## src/rtl/uart_controller_param.sv

```systemverilog
// Parametrised UART controller: TX/RX FIFOs, bit-serial TX/RX FSMs, sticky error flags.
// Optional feature macro: UART_PARITY_EN (adds one parity bit per frame on TX and RX).
// With parity enabled, the parity bit is carried as the last bit of the frame shift
// register, so the DATA state covers DATA_BITS+1 bit times.
module uart_controller_param #(
   parameter int CLKS_PER_BIT  = 5208,
   parameter int DATA_BITS     = 8,
   parameter int STOP_BITS     = 1,
   parameter int FIFO_RX_DEPTH = 16,
   parameter int FIFO_TX_DEPTH = 16,
   parameter int PARITY_ODD    = 0
) (
   input  logic                 clk,
   input  logic                 rst,
   output logic                 UART_TXD,
   input  logic                 UART_RXD,
   input  logic                 WE,
   input  logic [DATA_BITS-1:0] send_data,
   input  logic                 RE,
   output logic [DATA_BITS-1:0] receive_data,
   output logic                 tx_full,
   output logic                 rx_empty,
   output logic                 tx_idle,
   output logic                 rx_overrun,
   output logic                 frame_err,
   output logic                 parity_err,
   input  logic                 err_clr
);

`ifdef UART_PARITY_EN
   localparam int   PAR_BITS = 1;
   localparam logic PAR_ODD  = 1'(PARITY_ODD);
`else
   localparam int   PAR_BITS = 0;
`endif
   localparam int FW  = DATA_BITS + PAR_BITS;
   localparam int CW  = $clog2(CLKS_PER_BIT);
   localparam int BW  = $clog2(FW);
   localparam int TAW = $clog2(FIFO_TX_DEPTH);
   localparam int RAW = $clog2(FIFO_RX_DEPTH);
   localparam logic [CW-1:0] CNT_LAST    = CW'(CLKS_PER_BIT - 1);
   localparam logic [CW-1:0] CNT_HALF    = CW'(CLKS_PER_BIT / 2);
   localparam logic [BW-1:0] BIT_LAST    = BW'(FW - 1);
   localparam logic [BW-1:0] STOP_LAST   = BW'(STOP_BITS - 1);
   localparam logic [TAW:0]  TX_FULL_CNT = (TAW + 1)'(FIFO_TX_DEPTH);
   localparam logic [RAW:0]  RX_FULL_CNT = (RAW + 1)'(FIFO_RX_DEPTH);

   if (CLKS_PER_BIT < 4 || DATA_BITS < 5 || DATA_BITS > 9 || STOP_BITS < 1 || STOP_BITS > 2 ||
       FIFO_RX_DEPTH < 2 || (FIFO_RX_DEPTH & (FIFO_RX_DEPTH - 1)) != 0 ||
       FIFO_TX_DEPTH < 2 || (FIFO_TX_DEPTH & (FIFO_TX_DEPTH - 1)) != 0 ||
       PARITY_ODD < 0 || PARITY_ODD > 1) begin : g_bad_param
      $error("uart_controller_param: illegal parameter value");
   end

   typedef enum logic [1:0] {S_IDLE, S_START, S_DATA, S_STOP} state_t;

   // Frame payload as shifted out LSB first: data bits, then the parity bit if enabled.
   function automatic logic [FW-1:0] frame_word(input logic [DATA_BITS-1:0] d);
`ifdef UART_PARITY_EN
      return {(^d) ^ PAR_ODD, d};
`else
      return d;
`endif
   endfunction

   // ---------------- TX FIFO ----------------
   logic [DATA_BITS-1:0] tx_mem [FIFO_TX_DEPTH];
   logic [TAW-1:0]       tx_wr, tx_rd;
   logic [TAW:0]         tx_count;
   logic                 tx_push, tx_pop, tx_stop_end;
   logic [DATA_BITS-1:0] tx_head;
   state_t               tx_state;
   logic [CW-1:0]        tx_cnt;
   logic [BW-1:0]        tx_idx;
   logic [FW-1:0]        tx_shift;

   assign tx_full     = (tx_count == TX_FULL_CNT);
   assign tx_head     = tx_mem[tx_rd];
   assign tx_stop_end = (tx_state == S_STOP) && (tx_cnt == CNT_LAST) && (tx_idx == STOP_LAST);
   assign tx_pop      = (tx_count != '0) && ((tx_state == S_IDLE) || tx_stop_end);
   assign tx_push     = WE && (!tx_full || tx_pop);
   assign tx_idle     = (tx_count == '0) && (tx_state == S_IDLE);

   // TX FIFO storage write (data only, no reset needed).
   always_ff @(posedge clk) begin
      if (tx_push) tx_mem[tx_wr] <= send_data;
   end

   // TX FIFO pointers and occupancy.
   always_ff @(posedge clk or posedge rst) begin
      if (rst) begin
         tx_wr    <= '0;
         tx_rd    <= '0;
         tx_count <= '0;
      end else begin
         if (tx_push) tx_wr <= tx_wr + 1'b1;
         if (tx_pop)  tx_rd <= tx_rd + 1'b1;
         case ({tx_push, tx_pop})
            2'b10:   tx_count <= tx_count + 1'b1;
            2'b01:   tx_count <= tx_count - 1'b1;
            default: tx_count <= tx_count;
         endcase
      end
   end

   // TX FSM with registered line output; back-to-back frames go STOP -> START directly.
   always_ff @(posedge clk or posedge rst) begin
      if (rst) begin
         tx_state <= S_IDLE;
         tx_cnt   <= '0;
         tx_idx   <= '0;
         tx_shift <= '0;
         UART_TXD <= 1'b1;
      end else begin
         case (tx_state)
            S_IDLE: begin
               UART_TXD <= 1'b1;
               if (tx_pop) begin
                  tx_state <= S_START;
                  tx_cnt   <= '0;
                  tx_shift <= frame_word(tx_head);
                  UART_TXD <= 1'b0;
               end
            end
            S_START: begin
               if (tx_cnt == CNT_LAST) begin
                  tx_state <= S_DATA;
                  tx_cnt   <= '0;
                  tx_idx   <= '0;
                  UART_TXD <= tx_shift[0];
               end else begin
                  tx_cnt <= tx_cnt + 1'b1;
               end
            end
            S_DATA: begin
               if (tx_cnt == CNT_LAST) begin
                  tx_cnt <= '0;
                  if (tx_idx == BIT_LAST) begin
                     tx_state <= S_STOP;
                     tx_idx   <= '0;
                     UART_TXD <= 1'b1;
                  end else begin
                     tx_idx   <= tx_idx + 1'b1;
                     tx_shift <= tx_shift >> 1;
                     UART_TXD <= tx_shift[1];
                  end
               end else begin
                  tx_cnt <= tx_cnt + 1'b1;
               end
            end
            S_STOP: begin
               if (tx_cnt == CNT_LAST) begin
                  tx_cnt <= '0;
                  if (tx_idx == STOP_LAST) begin
                     tx_idx <= '0;
                     if (tx_pop) begin
                        tx_state <= S_START;
                        tx_shift <= frame_word(tx_head);
                        UART_TXD <= 1'b0;
                     end else begin
                        tx_state <= S_IDLE;
                        UART_TXD <= 1'b1;
                     end
                  end else begin
                     tx_idx <= tx_idx + 1'b1;
                  end
               end else begin
                  tx_cnt <= tx_cnt + 1'b1;
               end
            end
            default: begin
               tx_state <= S_IDLE;
               UART_TXD <= 1'b1;
            end
         endcase
      end
   end

   // ---------------- RX path ----------------
   logic [DATA_BITS-1:0] rx_mem [FIFO_RX_DEPTH];
   logic [RAW-1:0]       rx_wr, rx_rd;
   logic [RAW:0]         rx_count;
   logic                 rx_full, rx_push, rx_pop, rx_stop_hit;
   logic                 rx_s1, rx_s2;
   state_t               rx_state;
   logic [CW-1:0]        rx_cnt;
   logic [BW-1:0]        rx_idx;
   logic [FW-1:0]        rx_shift;

   assign rx_empty     = (rx_count == '0);
   assign rx_full      = (rx_count == RX_FULL_CNT);
   assign rx_pop       = RE && !rx_empty;
   assign rx_stop_hit  = (rx_state == S_STOP) && (rx_cnt == CNT_LAST);
   assign rx_push      = rx_stop_hit && rx_s2 && (!rx_full || RE);
   assign receive_data = rx_mem[rx_rd];

   // Two-flop synchroniser for the asynchronous serial input.
   always_ff @(posedge clk or posedge rst) begin
      if (rst) begin
         rx_s1 <= 1'b1;
         rx_s2 <= 1'b1;
      end else begin
         rx_s1 <= UART_RXD;
         rx_s2 <= rx_s1;
      end
   end

   // RX FIFO storage and pointers; storage cleared so the show-ahead output is 0 after reset.
   always_ff @(posedge clk or posedge rst) begin
      if (rst) begin
         for (int i = 0; i < FIFO_RX_DEPTH; i++) rx_mem[i] <= '0;
         rx_wr    <= '0;
         rx_rd    <= '0;
         rx_count <= '0;
      end else begin
         if (rx_push) begin
            rx_mem[rx_wr] <= rx_shift[DATA_BITS-1:0];
            rx_wr         <= rx_wr + 1'b1;
         end
         if (rx_pop) rx_rd <= rx_rd + 1'b1;
         case ({rx_push, rx_pop})
            2'b10:   rx_count <= rx_count + 1'b1;
            2'b01:   rx_count <= rx_count - 1'b1;
            default: rx_count <= rx_count;
         endcase
      end
   end

   // RX FSM with mid-bit sampling and sticky error flags (a set event beats err_clr).
   always_ff @(posedge clk or posedge rst) begin
      if (rst) begin
         rx_state   <= S_IDLE;
         rx_cnt     <= '0;
         rx_idx     <= '0;
         rx_shift   <= '0;
         rx_overrun <= 1'b0;
         frame_err  <= 1'b0;
`ifdef UART_PARITY_EN
         parity_err <= 1'b0;
`endif
      end else begin
         if (err_clr) begin
            rx_overrun <= 1'b0;
            frame_err  <= 1'b0;
`ifdef UART_PARITY_EN
            parity_err <= 1'b0;
`endif
         end
         case (rx_state)
            S_IDLE: begin
               if (!rx_s2) begin
                  rx_state <= S_START;
                  rx_cnt   <= '0;
               end
            end
            S_START: begin
               if (rx_cnt == CNT_HALF) begin
                  rx_cnt   <= '0;
                  rx_idx   <= '0;
                  rx_state <= rx_s2 ? S_IDLE : S_DATA;
               end else begin
                  rx_cnt <= rx_cnt + 1'b1;
               end
            end
            S_DATA: begin
               if (rx_cnt == CNT_LAST) begin
                  rx_cnt   <= '0;
                  rx_shift <= {rx_s2, rx_shift[FW-1:1]};
                  if (rx_idx == BIT_LAST) begin
                     rx_state <= S_STOP;
`ifdef UART_PARITY_EN
                     if ((^{rx_s2, rx_shift[FW-1:1]}) != PAR_ODD) parity_err <= 1'b1;
`endif
                  end else begin
                     rx_idx <= rx_idx + 1'b1;
                  end
               end else begin
                  rx_cnt <= rx_cnt + 1'b1;
               end
            end
            S_STOP: begin
               if (rx_cnt == CNT_LAST) begin
                  rx_cnt   <= '0;
                  rx_state <= S_IDLE;
                  if (!rx_s2)                frame_err  <= 1'b1;
                  else if (rx_full && !RE)   rx_overrun <= 1'b1;
               end else begin
                  rx_cnt <= rx_cnt + 1'b1;
               end
            end
            default: rx_state <= S_IDLE;
         endcase
      end
   end

`ifndef UART_PARITY_EN
   assign parity_err = 1'b0;
`endif

endmodule

```

## config.mk

```make
export PLATFORM = sky130hd
export DESIGN_NAME = uart_controller_param
export DESIGN_NICKNAME = d
export VERILOG_FILES = /design/src/rtl/uart_controller_param.sv
export SDC_FILE = /design/constraint.sdc
export NUM_CORES = 1
export LEC_CHECK = 0
export CORE_MARGIN = 2
export CORE_UTILIZATION = 35
export DETAILED_ROUTE_END_ITERATION = 16
export HOLD_SLACK_MARGIN = 0.15
export PLACE_DENSITY = 0.48
export SETUP_SLACK_MARGIN = 0.4
export SLEW_MARGIN = 40
export SYNTH_ARGS = -nofsm -noshare
export SYNTH_HDL_FRONTEND = slang
export SYNTH_SLANG_ARGS = --single-unit
```

## constraint.sdc

```tcl
create_clock -name clk -period 15 [get_ports clk]
set_input_delay 3 -clock clk [delete_from_list [all_inputs] [get_ports clk]]
set_output_delay 3 -clock clk [all_outputs]
set_load 0.02 [all_outputs]
```

**Word level (Yosys, flattened, before mapping)**

Memory sizes are Yosys's and may differ from the RTL's.
Cells that the tools add are included.

- Add/subtract/negate cells: 12
- Multipliers: 0
- Div/mod/pow operators: 0
- Order comparisons: 3
- Eq/ne operators: 30
- Shift-type cells: 0
- Multiplexer cells: 64
- Bitwise operators: 2
- Reductions and logical operators: 38

Operators by type and width:

| kind | count |
|---|---|
| $bwmux 128 | 1 |
| $mux 13 | 5 |
| $mux 8 | 8 |
| $pmux 13 s3 | 1 |
| $bmux 8 s4 | 1 |
| $demux 8 s4 | 1 |
| $add 13x1->13 const B | 2 |
| $eq 13x13->1 const B | 2 |
| $pmux 13 s2 | 1 |
| $mux 2 | 12 |
| $mux 3 | 8 |
| $pmux 8 s3 | 1 |
| $ne 2x2->1 const B | 10 |
| $pmux 5 s2 | 2 |
| $mux 1 | 18 |
| $add 4x1->4 const B | 4 |
| $pmux 2 s4 | 2 |
| $eq 13x12->1 const B | 1 |
| $eq 2x2->1 const B | 6 |
| $reduce_and 4->1 | 3 |
| $logic_and 1x1->1 | 11 |
| $add 5x1->5 const B | 2 |
| $eq 5x5->1 const B | 2 |
| $ge 5x5->1 const B | 2 |
| 23 further kinds | 43 |

- Register bits after elaboration: 211
- Latch bits: 0
- Memory bits (writable): 128
- Bits in read-only memories: 0
- Input port bits: 14
- Output and inout port bits: 15
- Word-level logic and storage cells: 185
- Memories kept: 1

Memory list:

| memory | depth | bits a word | read ports | clocked after memory_dff | wr ports | RTL line | text |
|---|---|---|---|---|---|---|---|
| tx_mem | 16 | 8 | 1 | 0 | 1 | 67 | `logic [DATA_BITS-1:0] tx_mem [FIFO_TX_DEPTH];` |

**Longest topological paths before layout**

- Word-level depth: 9
- Mapped depth: 16
- Gate-level depth less buffers: 14

**Worst setup path before layout**

Ideal clock, no wire load.

- Path kind: flip-flop to output port
- From: register rx_rd[0]
- To: output receive_data[0]
- Arrival time: 2.292 ns
- Required time: 12.000 ns
- Setup slack: 9.708 ns
- Stages on the path, launching flop included: 5
- Buffers on the path: 2
- Cell sequence: dfrtp_1 -> clkbuf_1 -> buf_1 -> mux4_2 -> mux4_2

- Word-level cells in the longest chain between the ends: 4

Ends and longest elaborated chain:

| what | RTL line | text |
|---|---|---|
| start: declaration | 181 | `logic [RAW-1:0] rx_wr, rx_rd;` |
| start signal: assignment | 220 | `if (rx_pop) rx_rd <= rx_rd + 1'b1;` |
| $not 4->5 (not written as such) | 195 | `assign receive_data = rx_mem[rx_rd];` |
| $bmux 8 s4 | 195 |  |
| $mux 8 (not written as such) (2 in series) | 195 |  |
| end: declaration | 20 | `output logic [DATA_BITS-1:0] receive_data,` |

No other way between the ends. The select of a mux whose other input is x is not followed.

**Worst setup path after layout**

- From: register rx_rd[0]
- To: output receive_data[4]

Same word-level chain as after synthesis.

==> impl_metrics.toml <==
[worst_setup_path]
worstPathRequired_ps = 12000
worst-setup-path-type = "reg -> out"
end_kind = "output port"
critPathMaxFanout = 20
cp-start-kind = "flip-flop"
ff2ff_path_depth = 12
reg2reg_from = "tx_cnt[0]"
r2r_slack_ps = 11590
r2r_end = "tx_count[4]"
worstPathArrival_ps = 3390

[yosys]
synth_edf_count = 128
synth-main-ff-cell = "dfrtp_1"
synth.net_count = 1084
synthesis.area_um2 = 15600
synthCells = 1037
async_reset_ff_frac = 0.622
synth_cell_type_count = 74
yosys_warnings = 0
syn_avg_cell_area_um2 = 15.0
ys_ff_latch = 339
ys_seq_area_frac = 0.587

[clocking]
clock-sinks = 339
clk_path_buf_depth = 3
ctsRootBufferMaster = "clkbuf_16"
ctsResizeCount = 0
postCtsSetupBuffers = 0
path_clk_slew_ps = 60
clkLatencyLatePin_ps = 560
cts_tree = "built"
cts_buffers = 39
htree_levels = 2
hold_buffers = 0

[timing]
period_share = 0.426
holdWs_ps = 362
drv_slew = 0
worst_slew_pin_slew_ps = 760
finClkSkew_ps = 19.6
hold_viol = 0
relSlewSlack = 0.492
fmax_mhz = 156
totalNegativeSetupSlack_ps = 0
finalSetupViolations = 0
rsz0062_at_grt = "false"
fin_crit_ps = 6390

[die]
rows = 77
ios = 29
die_area_um2 = 46200
die-height_um = 215
initial_utilization = 0.353
core-area_um2 = 44000
fp.dieW_um = 215

[power]
pwr-share-seq = 0.482
swShare = 0.260
p_leak_nw = 7.19
power_density_nw_per_um2 = 129
finalPower_w = 0.00227
p_sw_w = 0.000590
comb_power_share = 0.109
power.internal_w = 0.00168
vdd_ir_drop_max_mv = 0.0615
clkPwrFrac = 0.409

[global_routing]
grt_max_degree = 96
grt_pass1_wl_um = 54500
grt_pass1_vias = 9035
grt_util_met3 = 0.0243
antenna_found_initial = 0
grt_util_all_layers = 0.154
grt_overflow = 0
met2_usage = 0.240
use_met1 = 0.220
busiest_layer = "met2"

[finish]
diodes = 0
post-route-util = 0.400
syn_to_final_growth_pct = 13.3
drive_gt1_frac = 0.278
nets = 1105

[routing]
post_drt_wl_per_cell_um = 20.5
avgViaCountPerCell = 5.11
ant_nets = 0
wirelength_um = 34400
dr.pass1.iters = 6
remaining_drc_errors = 0
via_count = 8579
drt_iter0_markers = 434

[run]
max_cap_violations = 0

[placed_design]
io_buffers = 27
gp_congestion = 0.748
hpwl_um = 20400

[hold_path]
min_from = "rx_s1"
hold_path.class = "reg -> reg"
min_to = "rx_s2"
hold_depth = 0

[run_status]
status = "finished, final reports clean"
==> layout make-up <==
| cell class | instances | area, um^2 |
|---|---|---|
| Tap cell | 592 | 741 |
| Inverter | 26 | 105 |
| Timing Repair Buffer | 36 | 349 |
| Sequential cell | 339 | 9130 |
| Clock inverter | 16 | 139 |
| Clock buffer | 53 | 1120 |
| Multi-Input combinational cell | 616 | 6040 |
| Fill cell | 4088 | 26400 |
==> worst max path at each step <==
| stage | from | endpoint | slack (ps) | cells past startpoint |
|---|---|---|---|---|
| 2_1_floorplan | rst | async pin | 6240 | 1 |
| 3_3_place_gp | rx_rd[0] | receive_data[5] | 9140 | 4 |
| 3_5_place_dp | rx_rd[0] | receive_data[4] | 9110 | 4 |
| 4_1_cts | rx_rd[0] | receive_data[4] | 8500 | 4 |
| 5_1_grt | rx_rd[0] | receive_data[4] | 8420 | 4 |
| 6_report | rx_rd[0] | receive_data[4] | 8610 | 4 |
==> cells by family (layout without fill, tap and decap cells) <==
group	after synthesis	after routing	synth area share
adder cells (fa/ha/maj)	33	33	0.0270
multiplexers	238	238	0.212
other	1	1	0.000241
XOR/XNOR	27	27	0.0152
AND/OR/NAND/NOR	185	185	0.0786
AO/OA/AOI/OAI	132	132	0.0544
flip-flops	339	339	0.587
buffers and inverters	82	131	0.0260
==> power groups by stage <==
stage          sequential [W]  clock (W)  combinational, W
6_report              0.00110   0.000930          0.000248
5_1_grt               0.00111    0.00100          0.000278
4_1_cts               0.00110   0.000966          0.000254
3_5_place_dp          0.00112          0          0.000254
3_3_place_gp          0.00111          0          0.000250
2_1_floorplan         0.00106          0          0.000222
==> flip-flops by register name (all words and copies together) (netlist names), 4 cells and up, named ones only <==
name	flops
tx_wr	4
tx_rd	4
tx_mem	128
tx_cnt	13
rx_shift	8
rx_mem	128
tx_count	5
rx_rd	4
rx_count	5
rx_wr	4
tx_shift	8
rx_cnt	13
==> cell usage after synthesis (15+ instances only) <==
master | count | area share
nand2_1 | 43 | 0.010
edfxtp_1 | 128 | 0.25
o21ai_0 | 41 | 0.013
inv_1 | 25 | 0.0060
xnor2_1 | 16 | 0.0090
nor2b_1 | 15 | 0.0060
mux2i_1 | 33 | 0.021
ha_1 | 32 | 0.026
and3_1 | 19 | 0.0076
nor2_1 | 20 | 0.0048
a21oi_1 | 24 | 0.0077
mux4_2 | 58 | 0.084
dfrtp_1 | 208 | 0.33
buf_1 | 15 | 0.0036
clkbuf_1 | 24 | 0.0058
mux2_2 | 140 | 0.10
==> cells in the final DEF (no fill, tap or decap), types with 15 or more instances in the layout <==
cell type          n
dfrtp_1          204
mux2_2           140
edfxtp_1         128
mux4_2            58
nand2_1           43
o21ai_0           41
clkbuf_16         40
mux2i_1           33
ha_1              32
clkdlybuf4s50_1   27
inv_1             24
a21oi_1           24
nor2_1            20
and3_1            19
xnor2_1           16
nor2b_1           15
==> metrics by stage <==
stage / cell area [um^2] / setup WS (ps) / cells
6_report: 17600 / 8610 / 1678
5_1_grt: 17600 / 8420 / 1678
3_3_place_gp: 16300 / 9140 / 1609
3_5_place_dp: 16400 / 9110 / 1609
4_1_cts: 17600 / 8500 / 1678
2_1_floorplan: 15600 / 6240 / 1037
==> worst max-delay path, cell delays in order (launching register included) <==
cell and delay (ps):
dfrtp_2 690, buf_4 480, mux4_2 560, mux4_2 540, clkdlybuf4s50_1 570
==> routing by layer <==
| layer | vias to the layer above | part of all wire |
|---|---|---|
| li1 | 3991 | - |
| met1 | 4408 | 0.48 |
| met2 | 124 | 0.46 |
| met3 | 56 | 0.035 |
| met4 | 0 | 0.024 |
| met5 | - | 0 |
No activity file was read; power rests on OpenSTA's default activity.
